==> src/rtl/multicycle_cpu_core.sv <==
// Multicycle 16-bit-instruction CPU core: loadable IMEM, 8-entry register file, ALU, FSM control.
// Optional MUL on op 9 when MULTICYCLE_CPU_MUL_EN is defined; otherwise op 9 is a NOP.
module multicycle_cpu_core #(
    parameter int DATA_W     = 32,
    parameter int IMEM_DEPTH = 64,
    localparam int PC_W      = $clog2(IMEM_DEPTH)
) (
    input  logic              clk,
    input  logic              reset,
    input  logic              imem_we,
    input  logic [PC_W-1:0]   imem_waddr,
    input  logic [15:0]       imem_wdata,
    input  logic              run,
    output logic              halted,
    output logic [PC_W-1:0]   pc,
    output logic [DATA_W-1:0] gpr0,
    output logic [31:0]       retired
);

    typedef enum logic [2:0] {
        S_IDLE, S_FETCH, S_DECODE, S_EXECUTE, S_WRITEBACK, S_HALT
    } state_t;

    localparam logic [3:0]      OP_BEQ  = 4'h7;
    localparam logic [3:0]      OP_JMP  = 4'h8;
    localparam logic [3:0]      OP_HALT = 4'hF;
    localparam logic [PC_W-1:0] PC_ONE  = 1;

    state_t                   state;
    logic [15:0]              imem [IMEM_DEPTH];
    logic signed [DATA_W-1:0] rf [8];

    logic [15:0]              ir_p0;
    logic signed [DATA_W-1:0] opa_p1, opb_p1;
    logic signed [DATA_W-1:0] res_p2;
    logic [PC_W-1:0]          npc_p2;

    logic [3:0]               op;
    logic [2:0]               rd, rs, rt;
    logic signed [DATA_W-1:0] imm_sx;
    logic [PC_W-1:0]          br_off;

    assign op     = ir_p0[15:12];
    assign rd     = ir_p0[11:9];
    assign rs     = ir_p0[8:6];
    assign rt     = ir_p0[5:3];
    assign imm_sx = DATA_W'($signed(ir_p0[5:0]));
    assign br_off = PC_W'($signed(ir_p0[5:0]));

    assign gpr0 = rf[0];

    function automatic logic signed [DATA_W-1:0] alu(
        input logic [3:0]               f,
        input logic signed [DATA_W-1:0] a,
        input logic signed [DATA_W-1:0] b,
        input logic signed [DATA_W-1:0] imm
    );
        case (f)
            4'h1:    return a + b;
            4'h2:    return a - b;
            4'h3:    return a & b;
            4'h4:    return a | b;
            4'h5:    return a ^ b;
            4'h6:    return a + imm;
`ifdef MULTICYCLE_CPU_MUL_EN
            4'h9:    return a * b;
`endif
            default: return '0;
        endcase
    endfunction

    function automatic logic writes_rd(input logic [3:0] f);
`ifdef MULTICYCLE_CPU_MUL_EN
        return (f >= 4'h1 && f <= 4'h6) || f == 4'h9;
`else
        return f >= 4'h1 && f <= 4'h6;
`endif
    endfunction

    // Instruction memory is never reset; writes only land while the core is parked.
    always_ff @(posedge clk) begin
        if (!reset && imem_we && (state == S_IDLE || state == S_HALT))
            imem[imem_waddr] <= imem_wdata;
    end

    // FETCH -> DECODE -> EXECUTE datapath registers (no reset; control gates their use)
    always_ff @(posedge clk) begin
        case (state)
            S_FETCH: ir_p0 <= imem[pc];
            S_DECODE: begin
                opa_p1 <= rf[rs];
                opb_p1 <= (op == OP_BEQ) ? rf[rd] : rf[rt];
            end
            S_EXECUTE: begin
                res_p2 <= alu(op, opa_p1, opb_p1, imm_sx);
                if (op == OP_BEQ && opa_p1 == opb_p1)
                    npc_p2 <= pc + PC_ONE + br_off;
                else if (op == OP_JMP)
                    npc_p2 <= ir_p0[PC_W-1:0];
                else
                    npc_p2 <= pc + PC_ONE;
            end
            default: ;
        endcase
    end

    // Control, architectural state and WRITEBACK commit
    always_ff @(posedge clk) begin
        if (reset) begin
            state   <= S_IDLE;
            pc      <= '0;
            retired <= '0;
            halted  <= 1'b0;
            for (int i = 0; i < 8; i++) rf[i] <= '0;
        end else begin
            case (state)
                S_IDLE:    if (run) state <= S_FETCH;
                S_FETCH:   state <= S_DECODE;
                S_DECODE:  state <= S_EXECUTE;
                S_EXECUTE: state <= S_WRITEBACK;
                S_WRITEBACK: begin
                    if (writes_rd(op)) rf[rd] <= res_p2;
                    retired <= retired + 32'd1;
                    if (op == OP_HALT) begin
                        halted <= 1'b1;
                        state  <= S_HALT;
                    end else begin
                        pc    <= npc_p2;
                        state <= S_FETCH;
                    end
                end
                S_HALT: begin
                    if (run) begin
                        pc     <= '0;
                        halted <= 1'b0;
                        state  <= S_FETCH;
                    end
                end
                default: state <= S_IDLE;
            endcase
        end
    end

endmodule
==> config.mk <==
export PLATFORM = sky130hd
export DESIGN_NAME = multicycle_cpu_core
export DESIGN_NICKNAME = d
export VERILOG_FILES = /design/src/rtl/multicycle_cpu_core.sv
export SDC_FILE = /design/constraint.sdc
export NUM_CORES = 2
export LEC_CHECK = 0
export ABC_CLOCK_PERIOD_IN_PS = 6250
export CORE_MARGIN = 5
export CORE_UTILIZATION = 40
export DETAILED_ROUTE_END_ITERATION = 8
export DONT_BUFFER_PORTS = 1
export HOLD_SLACK_MARGIN = 0.06
export PLACE_DENSITY = 0.58
export SLEW_MARGIN = 15
export SYNTH_ARGS = -nofsm -noshare
export SYNTH_HDL_FRONTEND = slang
export SYNTH_SLANG_ARGS = --single-unit
==> constraint.sdc <==
create_clock -name clk -period 6.25 [get_ports clk]
set_input_delay 0.9375 -clock clk [delete_from_list [all_inputs] [get_ports clk]]
set_output_delay 0.9375 -clock clk [all_outputs]
set_load 0.03 [all_outputs]
Word level (Yosys, flattened, before mapping)
Memories as Yosys holds them, arrays and structs flattened. A register that Yosys moved wholly into a read port is not among the register bits.
Cells that the tools add are included.
- RAM bits: 1280
- memories: 2
- input port bits: 26
- logic and storage cells: 75
- bits in registers: 112
- reductions and logical operators: 12
- order comparisons: 2
- add/subtract/negate cells: 6
- eq/ne operators: 19
- bitwise gates (word level): 3
- mux-type cells: 24
- memory list (memory ; words ; bits a word ; rd ports ; clocked after Yosys merged registers in ; write ports ; line ; source):
    imem ; 64 ; 16 ; 1 ; 1 ; 1 ; 30 ; logic [15:0] imem [IMEM_DEPTH];
    rf ; 8 ; 32 ; 4 ; 1 ; 8 ; 31 ; logic signed [DATA_W-1:0] rf [8];
- operators with widths (cell ; count):
    $pmux W32 S6 ; 1
    $mux W32 ; 2
    $add A32 B1 Y32 const B ; 1
    $add A32 B32 Y32 ; 1
    $add A32 B6 Y32 ; 1
    $and A32 B32 Y32 ; 1
    $eq A32 B32 Y1 ; 1
    $or A32 B32 Y32 ; 1
    $reduce_or A32 Y1 ; 1
    $sub A32 B32 Y32 ; 1
    $xor A32 B32 Y32 ; 1
    $mux W6 ; 4
    $eq A4 B3 Y1 const B ; 4
    $pmux W3 S5 ; 1
    $pmux W6 S2 ; 1
    $mux W1 ; 11
    $mux W3 ; 3
    $eq A4 B2 Y1 const B ; 2
    $eq A4 B4 Y1 const B ; 2
    $add A6 B1 Y6 const B ; 1
    $add A6 B6 Y6 ; 1
    $eq A3 B2 Y1 const B ; 2
    $eq A3 B3 Y1 const B ; 2
    $ne A2 B2 Y1 const B ; 3
    other kinds (13) ; 17

Longest topological paths before layout
- word-level depth: 8
- mapped depth: 17

Least setup slack after synthesis
OpenSTA, ideal clock, no wires.
- path kind: register to register
- from: reg state[1]
- to: reg opa_p1[0], read port of rf, enable pin
- buffers on the path: 0
- required time: 5670 ps
- slack: 466 ps
- period minus slack after synthesis: 5784 ps
- cell stages (with the launch flop): 2
- data arrival time: 5204 ps
- cell sequence: dfxtp_1 nor3b_1
- cells in the longest elaborated chain, start to end: 1
- RTL lines (element ; line ; source):
    start, declared ; 29 ; state_t state;
    start signal, assigned ; 110 ; state <= S_IDLE;
    start signal, assigned ; 117 ; S_IDLE: if (run) state <= S_FETCH;
    start signal, assigned ; 118 ; S_FETCH: state <= S_DECODE;
    $eq A3 B2 Y1 ; 88 ; case (state)
    end, declared ; 34 ; logic signed [DATA_W-1:0] opa_p1, opb_p1;
Every way passes these cells.
A chain may end at the register's enable or synchronous reset.

Worst setup path in the final report
- from: reg ir_p0[14], read port of imem
- to: reg res_p2[24], data pin
- cells in the longest elaborated chain, start to end: 2
- RTL lines (element ; line ; source):
    start, declared ; 33 ; logic [15:0] ir_p0;
    $eq A4 B3 Y1, or another cell as far along ; 58 ; case (f)
    $pmux W32 S6 (*) ; 58 ;
    end signal, assigned ; 95 ; res_p2 <= alu(op, opa_p1, opb_p1, imm_sx);
    end, declared ; 35 ; logic signed [DATA_W-1:0] res_p2;
Mark *: on every way between the ends. The rest lies on a longest branch, timed or not.

==> qor.txt <==
==================================================================================
Switch share ........................................................        22.6%
Status .............................................................. complete, no violations
Warnings from Yosys .................................................            0
CTS H-tree depth ....................................................            4
Slew at the pin closest to its max-slew limit .......................      1170 ps
Remaining number of nets flagged by the antenna check after routing .            0
DIE WIDTH ...........................................................       416 um
CP endpoint .........................................................   res_p2[24]
Switching pwr .......................................................      4860 uW
Crit start category .................................................         flop
Detailed route wirelength on metal2 .................................    90,200 um
Top Metal Used ......................................................         met4
R2R setup slack .....................................................      1230 ps
CP cell instances ................................................... nor2b_1 -> nand3b_1 -> inv_1 -> buf_4 -> nand2_1 -> o21ai_0 -> ha_1 -> and4_1 -> and4b_1 -> a211o_1 -> or2_1 -> a311oi_4 -> mux2i_1 -> o211ai_1 -> a21o_1
Dominant combinational cell family by area after synthesis .......... multiplexers
Synthesized Nets ....................................................        4,031
Average routed wire per standard cell ...............................      28.7 um
Async set or reset register ratio after synthesis ...................           0%
Worst reg2reg path startpoint .......................................    ir_p0[14]
Largest vdd supply drop .............................................       309 uV
Total power draw ....................................................    21,500 uW
Post-synthesis sequential element count .............................        1,440
Total met3 wirelength after detailed routing ........................      9410 um
Kind of capture point of the worst setup path .......................         flop
Endpoint required time on the critical path .........................      6780 ps
Number of setup violations in the final report ......................            0
Highest-count cells in the layout ignoring fill and taps ............ 1,398 x edfxtp_1, 476 x mux4_2, 267 x and2_1
Min Tclk post-route .................................................      5020 ps
Global placement routability congestion .............................        0.904
Highest net fanout along the worst path .............................           38
Slowest stage cell on the critical path .............................      nand2_1
Vias in the first global route ......................................       37,000
Post-detailed-placement half-perimeter wirelength ...................   107,000 um
Worst path depth ....................................................           15
Initial DRC count ...................................................        3,328
Number of sinks driven by the clock tree ............................        1,440
Clk network pwr share ...............................................        43.9%
Maximum number of pins on one net before global-route repair ........           81
Critical setup path kind ............................................ flop to flop
Starting density of the core ........................................        40.1%
Combined area of all synthesized cells ..............................   66,000 um2
# nets final ........................................................        4,060
Via density .........................................................         5.83
Synthesized-area fraction occupied by and/or/nand/nor cells .........        6.33%
Leakage .............................................................    0.0241 uW
Xor and xnor area share after synthesis .............................       0.915%
Area of all placed cells without fillers ............................   74,300 um2
Final cycle utilization of the critical path ........................        80.3%
Proportion of synthesized area in mux cells .........................        18.3%
Die Y ...............................................................       416 um
Achievable clock frequency ..........................................    0.199 GHz
Setup repair after global routing missed its margin .................        false
Number of top-level pins ............................................           97
Antenna violations before repair ....................................            2
Worst setup path start ..............................................    ir_p0[14]
Reg power frac ......................................................        50.3%
Root cell of the clock tree .........................................    clkbuf_16
# rows ..............................................................          149
Number of unique standard cell types used by synthesis ..............           84
Relative area change from synthesis to final layout .................        12.5%
Arrival time worst endpoint .........................................      5550 ps
Type of the tightest min-delay check ................................ primary input to flop
Filler Cells Inserted ...............................................       14,000
Power density normalized to cell area ...............................   290 nW/um2
TritonCTS Buffers ...................................................          157
Final routed wirelength across all metal layers .....................   179,000 um
Minimum setup slack in the final design .............................      1230 ps
Standard cell core area .............................................  165,000 um2
Maximum clock path buffer count .....................................            3
Max incr delay on CP ................................................       640 ps
Final number of max-transition violations ...........................            0
Number of buffer and inverter instances along the worst setup path ..            2
Source-to-sink clock delay at the later pin of the worst-skew pair ..       810 ps
Max Cap Violations ..................................................            0
Worst Clk Skew ......................................................      44.7 ps
Gr ovfl total .......................................................            0
Critical register-to-register path endpoint .........................   res_p2[24]
Fraction of layout cells with a size suffix above 1 .................        24.8%
Fraction of the yosys area taken by sequential cells ................        64.8%
Combinational power share ...........................................         5.8%
Port-buffer cells ...................................................            0
Cell area after placement ...........................................   69,000 um2
Die area ............................................................  173,000 um2
GRT Resource Usage Total ............................................        20.4%
Number of cell instances on the worst register-to-register path .....           15
Most common cell after layout, fill and taps aside ..................     edfxtp_1
Max transition margin ...............................................        22.2%
Wire length of the first global-routing pass ........................   260,000 um
Clock transition at the registers of the reported paths .............        60 ps
TritonCTS clock tree ................................................         done
Drc violations ......................................................            0
Setup TNS ...........................................................         0 ps
Total setup buffers inserted after CTS ..............................            0
Avg Inst Size Synth .................................................     17.1 um2
Count of flip-flops with a built-in enable after synthesis ..........        1,398
Routed metal-1 wirelength ...........................................    73,300 um
Worst setup timing slack at the placement stage .....................      1200 ps
Post-synthesis compound-gate area fraction ..........................        4.94%
Top delay family on crit path ....................................... simple AND/OR/NAND/NOR gates
Number of standard cells after synthesis ............................        3,864
Internal Dissipation ................................................    16,700 uW
Number of optimization iterations in the first detailed-route pass ..            5
Number of hold violations in the final report .......................            0
Via count of the routed design ......................................       36,200
Resize count post-CTS ...............................................            0
Top flip-flop cell by instance count after synthesis ................     edfxtp_1
Post-CTS Hold Fix Bufs ..............................................            0
Post-Synth Adder-Cell Area ..........................................        2.71%
==================================================================================
## worst min-delay path by stage
stage	startpoint	end	slack, ps	cells after the start
after CTS	reset	pc[1]	130	1
after global placement	npc_p2[1]	pc[1]	500	2
after global routing	reset	pc[0]	160	1
final	reset	retired[29]	210	1
after floorplan	npc_p2[0]	pc[0]	470	2
after detailed placement	npc_p2[5]	pc[5]	510	2
## cells by family (layout without fill, tap and decap cells)
logic type	after synthesis	count (layout)
adders and majority gates	141	141
and+or+nand+nor	790	790
DFF	1440	1440
muxes	601	601
other	0	4
AOI/OAI and AO/OA	490	490
buffers and inverters	333	497
xor gates and xnor gates	69	69
## power by group through the flow
stage | clock (uW) | sequential [uW] | combinational [uW]
floorplan | 0 | 11000 | 890
global placement | 0 | 11000 | 1230
detailed placement | 0 | 11000 | 1240
CTS | 9640 | 10800 | 1240
global route | 10100 | 10900 | 1340
finish | 9450 | 10800 | 1250
## Yosys cell counts, types with 17 or more instances
cell | n | area (um2)
edfxtp_1 | 1398 | 42000
mux4_2 | 476 | 10700
and2_1 | 267 | 1670
nor2_1 | 227 | 852
clkbuf_1 | 179 | 672
ha_1 | 138 | 1730
a21oi_1 | 126 | 631
inv_1 | 99 | 372
o21ai_0 | 91 | 455
nand2_1 | 84 | 315
mux2_2 | 73 | 822
a221oi_1 | 58 | 508
mux2i_1 | 52 | 521
dfxtp_1 | 42 | 841
xor2_1 | 39 | 342
nand3_1 | 37 | 185
nor3_1 | 35 | 175
a22oi_1 | 33 | 248
xnor2_1 | 30 | 263
a21o_1 | 22 | 165
o22ai_1 | 22 | 138
buf_1 | 21 | 78.8
nor2b_1 | 20 | 125
a211oi_1 | 19 | 143
buf_2 | 19 | 95.1
o211ai_1 | 17 | 128
## flip-flops by register name (all words and copies together) (netlist names)
name,count
retired,32
res_p2,32
rf,256
opa_p1,32
npc_p2,6
pc,6
imem,1024
opb_p1,32
state,3
ir_p0,16
halted,1
## stage by stage
step / cells / util (%) / hold slack (ps)
finish: 6221 / 45.1 / 213
global route: 6218 / 45.1 / 161
CTS: 6217 / 45.1 / 135
detailed placement: 5923 / 41.9 / 506
global placement: 5923 / 41.9 / 498
floorplan: 3864 / - / 472
## layout make-up
cell class / count / area [um2] / area share [%]
Multi-Input combinational cell: 2091 / 22200 / 29.8
Tap cell: 2189 / 2740 / 3.69
Antenna cell: 4 / 10.0 / 0.0135
Timing Repair Buffer: 100 / 851 / 1.15
Sequential cell: 1440 / 42800 / 57.7
Clock buffer: 193 / 4090 / 5.50
Clock inverter: 101 / 1210 / 1.63
Inverter: 103 / 387 / 0.520
## metal layers
metal / vias up / GRT usage (%)
met5: - / 0
met3: 300 / 3.28
met2: 1107 / 34.7
met4: 0 / 6.76
met1: 19200 / 26.9
li1: 15600 / -
Note: power is estimated with default switching activity, not from simulation.
